### src/rtl/contador_pontos_multi.sv
`default_nettype none
// =============================================================================
// Module      : contador_pontos_multi
// Description : N-channel saturating score counter with blocked-line tracking
//               (hysteresis on release). Optional streak bonus is enabled by
//               defining CONTADOR_SEQUENCIA_EN.
// Revision    : 1.0 - initial release
// =============================================================================
module contador_pontos_multi #(
    parameter int N_JOG      = 2,
    parameter int W          = 6,
    parameter int PONTOS_MAX = 32,
    parameter int PASSO      = 4,
    parameter int LINHAS_MAX = 7,
    parameter int HIST       = 1
) (
    input  logic               clock,
    input  logic               reset,
    input  logic               enable,
    input  logic               zerar,
    input  logic [N_JOG-1:0]   acertou,
    input  logic [N_JOG-1:0]   errou,
    output logic [N_JOG*W-1:0] pontos,
    output logic [N_JOG*3-1:0] linhas_bloq,
    output logic [N_JOG-1:0]   linha_mudou,
    output logic [N_JOG-1:0]   maximo
);

    localparam logic [W-1:0] c_MAX   = W'(PONTOS_MAX);
    localparam logic [W-1:0] c_UM    = W'(1);
    localparam logic [2:0]   c_LMAX  = 3'(LINHAS_MAX);

    genvar i;
    generate
        for (i = 0; i < N_JOG; i++) begin : g_ch
            logic         r_ac;
            logic         r_ac_d;
            logic         r_er;
            logic         r_er_d;
            logic         w_hit;
            logic         w_miss;
            logic [1:0]   w_inc;
            logic [W:0]   w_soma;
            logic [W-1:0] w_score_nxt;
            logic [W-1:0] r_score;
            logic [2:0]   r_linhas;
            logic         r_mudou;
            logic         w_sobe;
            logic         w_desce;

            // Sampled copies are delayed once more, so the event appears the
            // cycle after the input is first seen high.
            always_ff @(posedge clock or negedge reset) begin
                if (!reset) begin
                    r_ac   <= 1'b1;
                    r_ac_d <= 1'b1;
                    r_er   <= 1'b1;
                    r_er_d <= 1'b1;
                end else begin
                    r_ac   <= acertou[i];
                    r_ac_d <= r_ac;
                    r_er   <= errou[i];
                    r_er_d <= r_er;
                end
            end

            assign w_hit  = r_ac & ~r_ac_d;
            assign w_miss = r_er & ~r_er_d;

`ifdef CONTADOR_SEQUENCIA_EN
            logic [1:0] r_seq;

            assign w_inc = (r_seq == 2'd2) ? 2'd2 : 2'd1;

            always_ff @(posedge clock or negedge reset) begin
                if (!reset) begin
                    r_seq <= 2'd0;
                end else if (zerar) begin
                    r_seq <= 2'd0;
                end else if (enable) begin
                    if (w_hit && !w_miss)
                        r_seq <= (r_seq == 2'd2) ? 2'd0 : r_seq + 2'd1;
                    else if (w_miss)
                        r_seq <= 2'd0;
                end
            end
`else
            assign w_inc = 2'd1;
`endif

            assign w_soma = {1'b0, r_score} + {{(W-1){1'b0}}, w_inc};

            always_comb begin
                w_score_nxt = r_score;
                if (enable) begin
                    if (w_hit && !w_miss)
                        w_score_nxt = (w_soma >= {1'b0, c_MAX}) ? c_MAX : w_soma[W-1:0];
                    else if (w_miss && !w_hit)
                        w_score_nxt = (r_score == '0) ? '0 : r_score - c_UM;
                end
            end

            always_ff @(posedge clock or negedge reset) begin
                if (!reset)
                    r_score <= '0;
                else if (zerar)
                    r_score <= '0;
                else
                    r_score <= w_score_nxt;
            end

            // Release threshold is lowered by HIST; evaluated in int to
            // avoid underflow when HIST >= PASSO.
            always_comb begin
                w_sobe  = (r_linhas < c_LMAX) &&
                          (int'(r_score) >= (int'(r_linhas) + 1) * PASSO);
                w_desce = (r_linhas != 3'd0) &&
                          (int'(r_score) + HIST < int'(r_linhas) * PASSO);
            end

            always_ff @(posedge clock or negedge reset) begin
                if (!reset) begin
                    r_linhas <= 3'd0;
                    r_mudou  <= 1'b0;
                end else if (zerar) begin
                    r_linhas <= 3'd0;
                    r_mudou  <= (r_linhas != 3'd0);
                end else if (r_score == '0 && r_linhas != 3'd0) begin
                    r_linhas <= 3'd0;
                    r_mudou  <= 1'b1;
                end else if (w_sobe) begin
                    r_linhas <= r_linhas + 3'd1;
                    r_mudou  <= 1'b1;
                end else if (w_desce) begin
                    r_linhas <= r_linhas - 3'd1;
                    r_mudou  <= 1'b1;
                end else begin
                    r_mudou  <= 1'b0;
                end
            end

            assign pontos[i*W +: W]      = r_score;
            assign linhas_bloq[i*3 +: 3] = r_linhas;
            assign linha_mudou[i]        = r_mudou;
            assign maximo[i]             = (r_score == c_MAX);
        end
    endgenerate

endmodule
`default_nettype wire

### config.mk
export PLATFORM = sky130hd
export DESIGN_NAME = contador_pontos_multi
export DESIGN_NICKNAME = d
export VERILOG_FILES = /design/src/rtl/contador_pontos_multi.sv
export SDC_FILE = /design/constraint.sdc
export NUM_CORES = 1
export LEC_CHECK = 0
export ABC_AREA = 1
export CAP_MARGIN = 15
export CORE_ASPECT_RATIO = 1.25
export CORE_MARGIN = 2
export CORE_UTILIZATION = 45
export CTS_CLUSTER_SIZE = 12
export DETAILED_ROUTE_END_ITERATION = 6
export PLACE_DENSITY_LB_ADDON = 0.3
export RECOVER_POWER = 100
export SYNTH_ARGS = -nofsm -noshare
export SYNTH_HDL_FRONTEND = slang
export SYNTH_SLANG_ARGS = --single-unit
export TNS_END_PERCENT = 30
### constraint.sdc
create_clock -name clock -period 4.54 [get_ports clock]
set_input_delay 0.908 -clock clock [delete_from_list [all_inputs] [get_ports clock]]
set_output_delay 0.908 -clock clock [all_outputs]
set_load 0.01 [all_outputs]
==> results of run 1 <==
==> cell type report <==
class,count,area (µm²)
clock buffer,3,41.29
fill,525,2166
inverter,51,191.4
multi-input combinational,226,1286
sequential,28,710.7
tap,60,75.07
timing repair buffer,30,294.0
==> worst paths after layout <==
check,start,slack [ns],end
setup / recovery,g_ch[0].r_score[0],1.70,maximo[0]
hold / removal,g_ch[0].r_er,0.39,g_ch[0].r_er_d
setup reg to reg,g_ch[0].r_linhas[0],1.95,g_ch[0].r_linhas[2]
hold reg to reg,g_ch[0].r_er,0.39,g_ch[0].r_er_d
max in group asynchronous,reset,2.19,g_ch[1].r_score[2]
min in group asynchronous,reset,1.50,g_ch[1].r_linhas[0]
==> cells by family after synthesis <==
family	count (synthesis)	synth area share [%]
compound gates	29	7.143
xor+xnor	11	4.331
fa+ha+maj	24	14.17
flops	28	31.95
simple gates	162	32.62
buf+inv	54	9.786
==> worst reg2reg max path, delay by kind of cell, from the launching register on <==
family | cells | cell delay [ns]
fa+ha+maj | 3 | 0.95
simple gates | 10 | 0.68
flops | 1 | 0.46
buf+inv | 3 | 0.24
xor+xnor | 1 | 0.18
==> metrics by stage <==
stage | power [mW] | cells | hold slack, ns
2_1_floorplan | 0.8707 | 308 | 0.3609
3_3_place_gp | 1.039 | 395 | 0.3659
3_5_place_dp | 1.058 | 395 | 0.3680
4_1_cts | 1.193 | 398 | 0.3810
5_1_grt | 1.289 | 398 | 0.3998
6_report | 1.150 | 398 | 0.3904
==> cell usage in the layout, fill, tap and decap left out, drive strengths merged <==
cell / netlist / layout
fa: 2 / 2
o21a: 1 / 1
clkbuf: 0 / 4
xnor2: 3 / 3
dfstp: 8 / 8
nand3: 37 / 37
ha: 22 / 22
o22ai: 4 / 4
xor2: 8 / 8
a21oi: 9 / 9
nor3: 4 / 4
inv: 51 / 51
nand2: 96 / 96
nand4: 4 / 4
o21ai: 14 / 14
dfrtp: 20 / 20
o211ai: 1 / 1
clkdlybuf4s50: 0 / 1
dlygate4sd3: 0 / 28
nor2: 21 / 21
==> power groups by stage <==
stage / clock, mW / combinational (mW) / sequential, mW
after detailed placement: 0 / 0.699 / 0.359
after global routing: 0.145 / 0.783 / 0.362
after floorplan: 0 / 0.511 / 0.359
final: 0.130 / 0.669 / 0.352
after CTS: 0.133 / 0.704 / 0.356
after global placement: 0 / 0.681 / 0.359
==> layer usage <==
layer  part of all wire (%)  wire length, µm  GRT usage, %
met1                     43             1927         22.43
met2                     52             2349         34.30
met3                    3.2              144         2.033
met4                    1.6               72         5.510
met5                      0                0             0
==> registers in the layout, summed over array words and instances, names as in the netlist <==
register,cells
g_ch.r_ac,2
g_ch.r_ac_d,2
g_ch.r_er,2
g_ch.r_er_d,2
g_ch.r_linhas,6
g_ch.r_mudou,2
g_ch.r_score,12
==> Yosys cell counts <==
cell type / instances
buf_4: 2
o211ai_1: 1
inv_2: 1
o21a_1: 1
nor3_1: 4
inv_1: 50
xnor2_1: 3
nand2_2: 2
nand2_1: 94
nand4_1: 3
xor2_1: 8
a21oi_1: 9
nor2_1: 16
nor2_2: 3
nand3_4: 1
dfrtp_1: 20
buf_6: 1
o21ai_2: 1
nand3_1: 34
o21ai_0: 13
dfstp_2: 8
ha_1: 22
fa_1: 2
nor2_4: 2
o22ai_1: 4
nand4_2: 1
nand3_2: 2
==> impl_metrics.toml, run 1 <==
[status]
status = "completed"

[yosys]
synth_seq_area_share_pct = 31.95
syn-num-nets = 340
syn_inst = 308
yosys.area.top_type = "dfrtp_1"
yosys_warnings = 0
synth_cell_types = 27
yosys.area.top_type_share_pct = 22.50
syn_area_um2 = 2225
postSynthAreaPerCell_um2 = 7.223
ys_ff_latch = 28
synth_area_leaders = "dfrtp_1, nand2_1, ha_1, dfstp_2, inv_1"

[placement]
port-buffer-count = 29
dp_hpwl_mm = 3.708
pre_cts_ws_ns = 1.887
gp_congestion = 0.9210
placedInstanceArea_um2 = 2571

[drt]
firstDrtPassIters = 4
routed_wl_mm = 4.493
drc = 0
antenna_left = 0
via_per_inst = 5.075
wl_per_cell_um = 11.29
drt-initial-drc-count = 86
num_vias = 2020

[floorplanning]
core_um2 = 4765
start_util_pct = 46.69
dieArea_um2 = 5526
die_w_um = 66.89
die_h_um = 82.61
rows = 28
pin_count = 30

[clocking]
htree_levels = 1
insertion_delay_ns = 0.27
cts_tree = "done"
post_cts_resized = 0
postCtsSetupBuffers = 0
cts_buffers = 3
path_clk_slew_ns = 0.09
cts.sinks = 28
ctsLongestPathBuffers = 2
cts_hold_buf = 0
cts-root-buf = "clkbuf_8"

[critical_path]
cp_max_fo = 5
worst_path_largest_cell_delay_ns = 0.61
cp_num_cells = 5
cp_num_buf_inv = 2
reg2reg_depth = 17
crit_type = "flop to output port"
endpoint_kind = "output port"
crit_family = "buffers and inverters"
crit_chain = "inv_1, ha_1, nand4_2, nor2_1, dlygate4sd3_1"
cp-start-kind = "flop"
cpMaxStageDelayCell = "dlygate4sd3_1"
critical_path_arrival_ns = 1.94
required_ns = 3.63

[pwr]
switching_share_pct = 45.15
p_clk_share_pct = 11.3
switching_power_uw = 519.4
powerDensity_nw_per_um2 = 442.6
power_leakage_nw = 1.410
comb_power_share_pct = 58.1
ir_drop_v = 0.0002848
p_int_uw = 630.9
pwr-share-seq_pct = 30.6

[grt]
grt_overflow_total = 0
grt_pass1_wl_mm = 8.079
grt_max_degree = 29
grtUsageTotal_pct = 18.53
antenna_found_initial = 0
grt_pass1_vias = 1957

[timing]
setup_viol = 0
rsz0062_at_grt = "no"
slew_headroom_pct = 3.148
tightestPinTransition_ns = 1.453
fmax_mhz = 351.6
finalHoldViolations = 0
fin_ws_ns = 1.696
period_needed_ns = 2.844
finalCritPeriodShare_pct = 62.64
setup_tns_ns = 0
drv_slew = 0
fin_skew_ns = 0.001908

[worst_hold_path]
hold_depth = 0
min_path_type = "flop to flop"

[run]
maxCapViolations = 0

[final_layout]
drive_gt1_share_pct = 5.325
fin_area_um2 = 2599
num_antenna_cells = 0
areaGrowthSynthToFinish_pct = 16.82
final_core_util_pct = 54.54
nNetsFinal = 372
No activity file was read; power rests on OpenSTA's default activity.
==> run 2, diff against run 1 <==
==> constraint.sdc (replaced) <==
create_clock -name clock -period 2.5 [get_ports clock]
set_input_delay 0.5 -clock clock [delete_from_list [all_inputs] [get_ports clock]]
set_output_delay 0.5 -clock clock [all_outputs]
set_load 0.01 [all_outputs]
==> run 2 against run 1 <==
Compared with the run above:
- non-clock buffer count increased by 16
- worst hold slack got worse by 0.0053 ns
- combinational power increased by 130%
- critical path type is now flop to flop
- largest cell class unchanged
- largest power group unchanged
- highest routed layer unchanged
==> impl_metrics.toml, run 2 (same netlist as run 1, synthesis figures left out) <==
[final_layout]
largest_reg_flops = 12
top_regs = "g_ch.r_score: 12 flops, g_ch.r_linhas: 6 flops"
final_common_cell = "nand2_1"
drive_gt1_share_pct = 19.44
num_antenna_cells = 0
areaGrowthSynthToFinish_pct = 29.02
instances_no_fill = 415
fin_area_um2 = 2870
layout_common_cells = "nand2_1, inv_1, nand3_1"
largest_register = "g_ch.r_score"
nNetsFinal = 388

[clocking]
cts-root-buf = "clkbuf_8"
htree_levels = 1
cts_buffers = 3
ctsLongestPathBuffers = 2
cts.sinks = 28
cts_tree = "done"
insertion_delay_ns = 0.28
path_clk_slew_ns = 0.10

[pwr]
switching_power_mw = 1.081
powerDensity_nw_per_um2 = 879.3
p_int_mw = 1.443
switching_share_pct = 42.82
ir_drop_v = 0.0005188
power_leakage_nw = 1.455
pwr-share-seq_pct = 25.2
comb_power_share_pct = 60.7
p_clk_share_pct = 14.1

[worst_hold_path]
min_path_type = "flop to flop"

[grt]
grt_pass1_vias = 1996
grt_overflow_total = 0
grt_pass1_wl_mm = 8.528
antenna_found_initial = 0
grt_max_degree = 29
grtUsageTotal_pct = 20.02

[drt]
antenna_left = 0
wl_per_cell_um = 12.35
routed_wl_mm = 5.127
firstDrtPassIters = 5
drt-initial-drc-count = 96
num_vias = 2090
drc = 0
via_per_inst = 5.036

[timing]
period_needed_ns = 2.447
drv_slew = 0
fmax_mhz = 408.6
whs_ns = 0.3852
slew_headroom_pct = 72.32
tightestPinTransition_ns = 0.4120
setup_viol = 0
fin_skew_ns = 0.006162
finalCritPeriodShare_pct = 97.90
rsz0062_at_grt = "yes"
finalHoldViolations = 0

[floorplanning]
core_um2 = 4765
dieArea_um2 = 5526
die_w_um = 66.89
die_h_um = 82.61
rows = 28
start_util_pct = 46.69
pin_count = 30

[critical_path]
cp-start-kind = "flop"
required_ns = 2.68
critical_path_arrival_ns = 2.63
endpoint_kind = "flop"
rrSetupSlack_ns = 0.05
crit_type = "flop to flop"
cp_max_fo = 4

[run]
maxCapViolations = 0

[placement]
placedInstanceArea_um2 = 2661
port-buffer-count = 29
place_inst = 407
gp_congestion = 0.9252
dp_hpwl_mm = 3.953

[status]
status = "completed"
[run 2: changes by cell type in the layout (fill, tap and decap cells not counted), moves of 6 or more]
cell,previous run,this run
buf_4,0,17
clkdlybuf4s50_1,1,29
dlygate4sd3_1,28,0
ha_1,22,16
inv_1,50,41
inv_2,1,10
[run 2: metrics by stage]
stage / TNS [ns] / worst slack (ns) / power [mW] / util (%)
floorplan: 0 / 0.04272 / 1.581 / -
global route: -0.1018 / -0.06161 / 2.757 / 60.24
finish: 0 / 0.05253 / 2.524 / 60.24
CTS: -0.001288 / -0.001288 / 2.414 / 58.22
global placement: 0 / 0.02909 / 1.953 / 55.86
detailed placement: -0.09150 / -0.04795 / 1.997 / 55.86
[run 2: area by class of cell]
| cell class | instances | area (µm²) |
|---|---|---|
| fillers | 465 | 1894 |
| multi-input cells | 226 | 1400 |
| flip-flops and latches | 28 | 714.4 |
| repair buffers | 46 | 417.9 |
| inverters | 51 | 191.4 |
| well taps | 60 | 75.07 |
| clock buffers | 3 | 41.29 |
| clock inverters | 1 | 30.03 |
[run 2: final timing paths]
check                               startpoint                  end  cells after the start
max reg2reg                g_ch[0].r_linhas[1]  g_ch[0].r_linhas[2]                     15
min in group asynchronous                reset  g_ch[1].r_linhas[1]                      2
max in group asynchronous                reset       g_ch[0].r_ac_d                      2
min                               g_ch[1].r_ac       g_ch[1].r_ac_d                      0
min reg2reg                       g_ch[1].r_ac       g_ch[1].r_ac_d                      0
max                        g_ch[0].r_linhas[1]  g_ch[0].r_linhas[2]                     15
[run 2: critical path: stages, from the launching register on]
cell and delay, ns:
dfrtp_1 0.42, buf_4 0.13, buf_4 0.10, nand3_2 0.12
ha_4 0.28, a21oi_1 0.19, nand3_2 0.12, nand2_2 0.09
inv_2 0.06, fa_2 0.33, xor2_1 0.17, nand3_1 0.11
nand2_1 0.08, nor2_1 0.04, nand2_1 0.06, nand2_1 0.04
[run 2: metal layers]
layer / vias up / routed length (µm) / track usage (%) / part of all wire (%)
li1: 1070 / - / - / -
met1: 975 / 2203 / 22.84 / 43
met2: 36 / 2703 / 38.60 / 53
met3: 9 / 140 / 2.033 / 2.7
met4: 0 / 79 / 6.327 / 1.5
met5: - / 0 / 0 / 0
[run 2: power groups by stage]
stage	logic, mW	clock network [mW]	registers (mW)
CTS	1.42	0.365	0.625
finish	1.53	0.357	0.636
global placement	1.32	0	0.633
global route	1.72	0.388	0.648
floorplan	0.929	0	0.653
detailed placement	1.36	0	0.634
[run 2: repair_timing]
item / CTS / global route
pin swaps: 0 / 11
hold buffers: 0 / 0
setup buffers: 4 / 0
setup endpoints to repair: 2 / 3
resized for setup: 3 / 26
==> run 3, diff against run 2 <==
--- a/config.mk
+++ b/config.mk
@@ -5,7 +5,6 @@
 export SDC_FILE = /design/constraint.sdc
 export NUM_CORES = 1
 export LEC_CHECK = 0
-export ABC_AREA = 1
 export CAP_MARGIN = 15
 export CORE_ASPECT_RATIO = 1.25
 export CORE_MARGIN = 2
==> run 3 against run 2 <==
Compared with the run above:
- sequential power is 7.9% lower
- count of clock-buffer cells in the layout stayed put
- largest power group unchanged
- routed wire length is 13% lower
==> impl_metrics.toml, run 3 <==
[critical_path]
cp-start-kind = "flop"
cp_num_buf_inv = 2
cp_max_fo = 4
crit_family = "adder cells"
r2r-end = "g_ch[0].r_linhas[2]"
critical_path_arrival_ns = 2.57
reg2reg_depth = 11
endpoint_kind = "flop"
cpMaxStageDelayCell = "dfrtp_1"
required_ns = 2.70
worst_path_largest_cell_delay_ns = 0.40
crit_type = "flop to flop"
startpoint = "g_ch[0].r_linhas[0]"
reg2reg_from = "g_ch[0].r_linhas[0]"
crit_chain = "inv_1, ha_1, inv_1, ha_1, o211ai_1, a31oi_1, o21a_2, fa_2, nor4b_2, o21a_1, nor3_1"
rrSetupSlack_ns = 0.12

[yosys]
yosys_warnings = 0
syn_inst = 241
ys_top_cells_by_count = "nand2_1, ha_1, dfrtp_1, inv_1"
synth_cell_types = 48
yosys.area.top_type = "dfrtp_1"
syn-num-nets = 273
syn_area_um2 = 2181
synth_ff_type = "dfrtp_1"
postSynthAreaPerCell_um2 = 9.049
synth_seq_area_share_pct = 32.59
ys_ff_latch = 28
synth_edf_count = 0
yosys.area.top_type_share_pct = 22.95
synth_area_leaders = "dfrtp_1, ha_1, dfstp_2, xnor2_1, nand2_1"
synth_async_sr_flop_share_pct = 100.0
synth.most_common_cell = "nand2_1"

[placement]
place_inst = 337
port-buffer-count = 29
placedInstanceArea_um2 = 2610
pre_cts_ws_ns = 0.04035
dp_hpwl_mm = 3.519
gp_congestion = 0.8664

[worst_hold_path]
min_from = "g_ch[0].r_ac"
hold_depth = 0
holdPathEnd = "g_ch[0].r_ac_d"
min_path_type = "flop to flop"

[grt]
grt_pass1_vias = 1779
antenna_found_initial = 0
grt_overflow_total = 0
grt_pass1_wl_mm = 7.576
grt_max_degree = 29
grtUsageTotal_pct = 17.84

[floorplanning]
die_w_um = 66.27
start_util_pct = 46.46
rows = 28
core_um2 = 4695
die_h_um = 81.83
pin_count = 30
dieArea_um2 = 5422

[drt]
wl_per_cell_um = 13.06
num_vias = 1831
firstDrtPassIters = 4
routed_wl_mm = 4.480
drt-initial-drc-count = 47
drc = 0
antenna_left = 0
via_per_inst = 5.338

[timing]
rsz0062_at_grt = "no"
whs_ns = 0.3677
finalCritPeriodShare_pct = 95.02
setup_viol = 0
setup_tns_ns = 0
fin_ws_ns = 0.1245
drv_slew = 0
fmax_mhz = 421.0
period_needed_ns = 2.376
fin_skew_ns = 0.002267
slew_headroom_pct = 3.949
tightestPinTransition_ns = 1.441
finalHoldViolations = 0

[final_layout]
largest_register = "g_ch.r_score"
drive_gt1_share_pct = 14.13
num_antenna_cells = 0
nNetsFinal = 316
fillers = 453
instances_no_fill = 343
areaGrowthSynthToFinish_pct = 23.87
final_common_cell = "nand2_1"
fin_area_um2 = 2701
final_core_util_pct = 57.54
layout_common_cells = "nand2_1, ha_1, dlygate4sd3_1"
largest_reg_flops = 12
top_regs = "g_ch.r_score: 12 flops, g_ch.r_linhas: 6 flops"

[clocking]
insertion_delay_ns = 0.27
ctsLongestPathBuffers = 2
cts.sinks = 28
htree_levels = 1
cts-root-buf = "clkbuf_8"
cts_tree = "done"
cts_buffers = 3
path_clk_slew_ns = 0.10

[run]
maxCapViolations = 0

[pwr]
ir_drop_v = 0.0002830
total_power_mw = 1.858
powerDensity_nw_per_um2 = 687.8
power_leakage_nw = 1.211

[status]
status = "completed"
## run 3: area by class of cell
class,instances,area [µm²],area share [%]
flip-flops and latches,28,714.4,26.45
multi-input cells,184,1359,50.30
inverters,21,78.83,2.918
repair buffers,46,402.9,14.91
well taps,60,75.07,2.779
clock inverters,1,30.03,1.112
clock buffers,3,41.29,1.528
## run 3: where the power goes
group          switching, mW  total, mW  internal (mW)  leakage, nW
Clock                  0.144      0.358          0.214       0.0357
Sequential            0.0644      0.586          0.522        0.350
Combinational          0.459      0.913          0.455        0.825
Total                  0.667       1.86           1.19         1.21
## run 3: worst reg2reg max path, delay by kind of cell, from the launching register on
family / cells / cell delay (ns)
adders and majority gates: 3 / 0.87
AOI/OAI and AO/OA: 4 / 0.64
DFF: 1 / 0.40
and+or+nand+nor: 2 / 0.28
buffers and inverters: 2 / 0.11
## run 3: how the worst max path moves through the flow
stage	endpoint	slack, ns	depth (start not counted)
floorplan	g_ch[1].r_linhas[1]	0.04	10
global placement	g_ch[0].r_linhas[2]	0.11	11
detailed placement	g_ch[0].r_linhas[2]	0.04	11
CTS	g_ch[0].r_linhas[2]	0.02	11
global route	maximo[0]	0.02	3
finish	g_ch[0].r_linhas[2]	0.12	11
## run 3: timing repair
item,in CTS,in global routing
gates resized for setup,0,10
hold buffers,0,0
setup endpoints to repair,1,6
buffers inserted,1,1
pin swaps,0,1
## run 3: layer usage
layer,track usage [%],up-vias,part of all wire (%)
met5,0,-,0
met4,5.918,0,1.6
met3,2.192,6,2.3
met2,32.70,27,51
met1,21.40,867,46
li1,-,931,-
## run 3: cells by family after synthesis
| logic type | count (synthesis) | synth area share [%] |
|---|---|---|
| fa+ha+maj | 24 | 14.46 |
| simple gates | 84 | 21.40 |
| flops | 28 | 32.59 |
| buf+inv | 29 | 5.851 |
| compound gates | 55 | 16.93 |
| mux | 6 | 2.754 |
| xor+xnor | 15 | 6.024 |
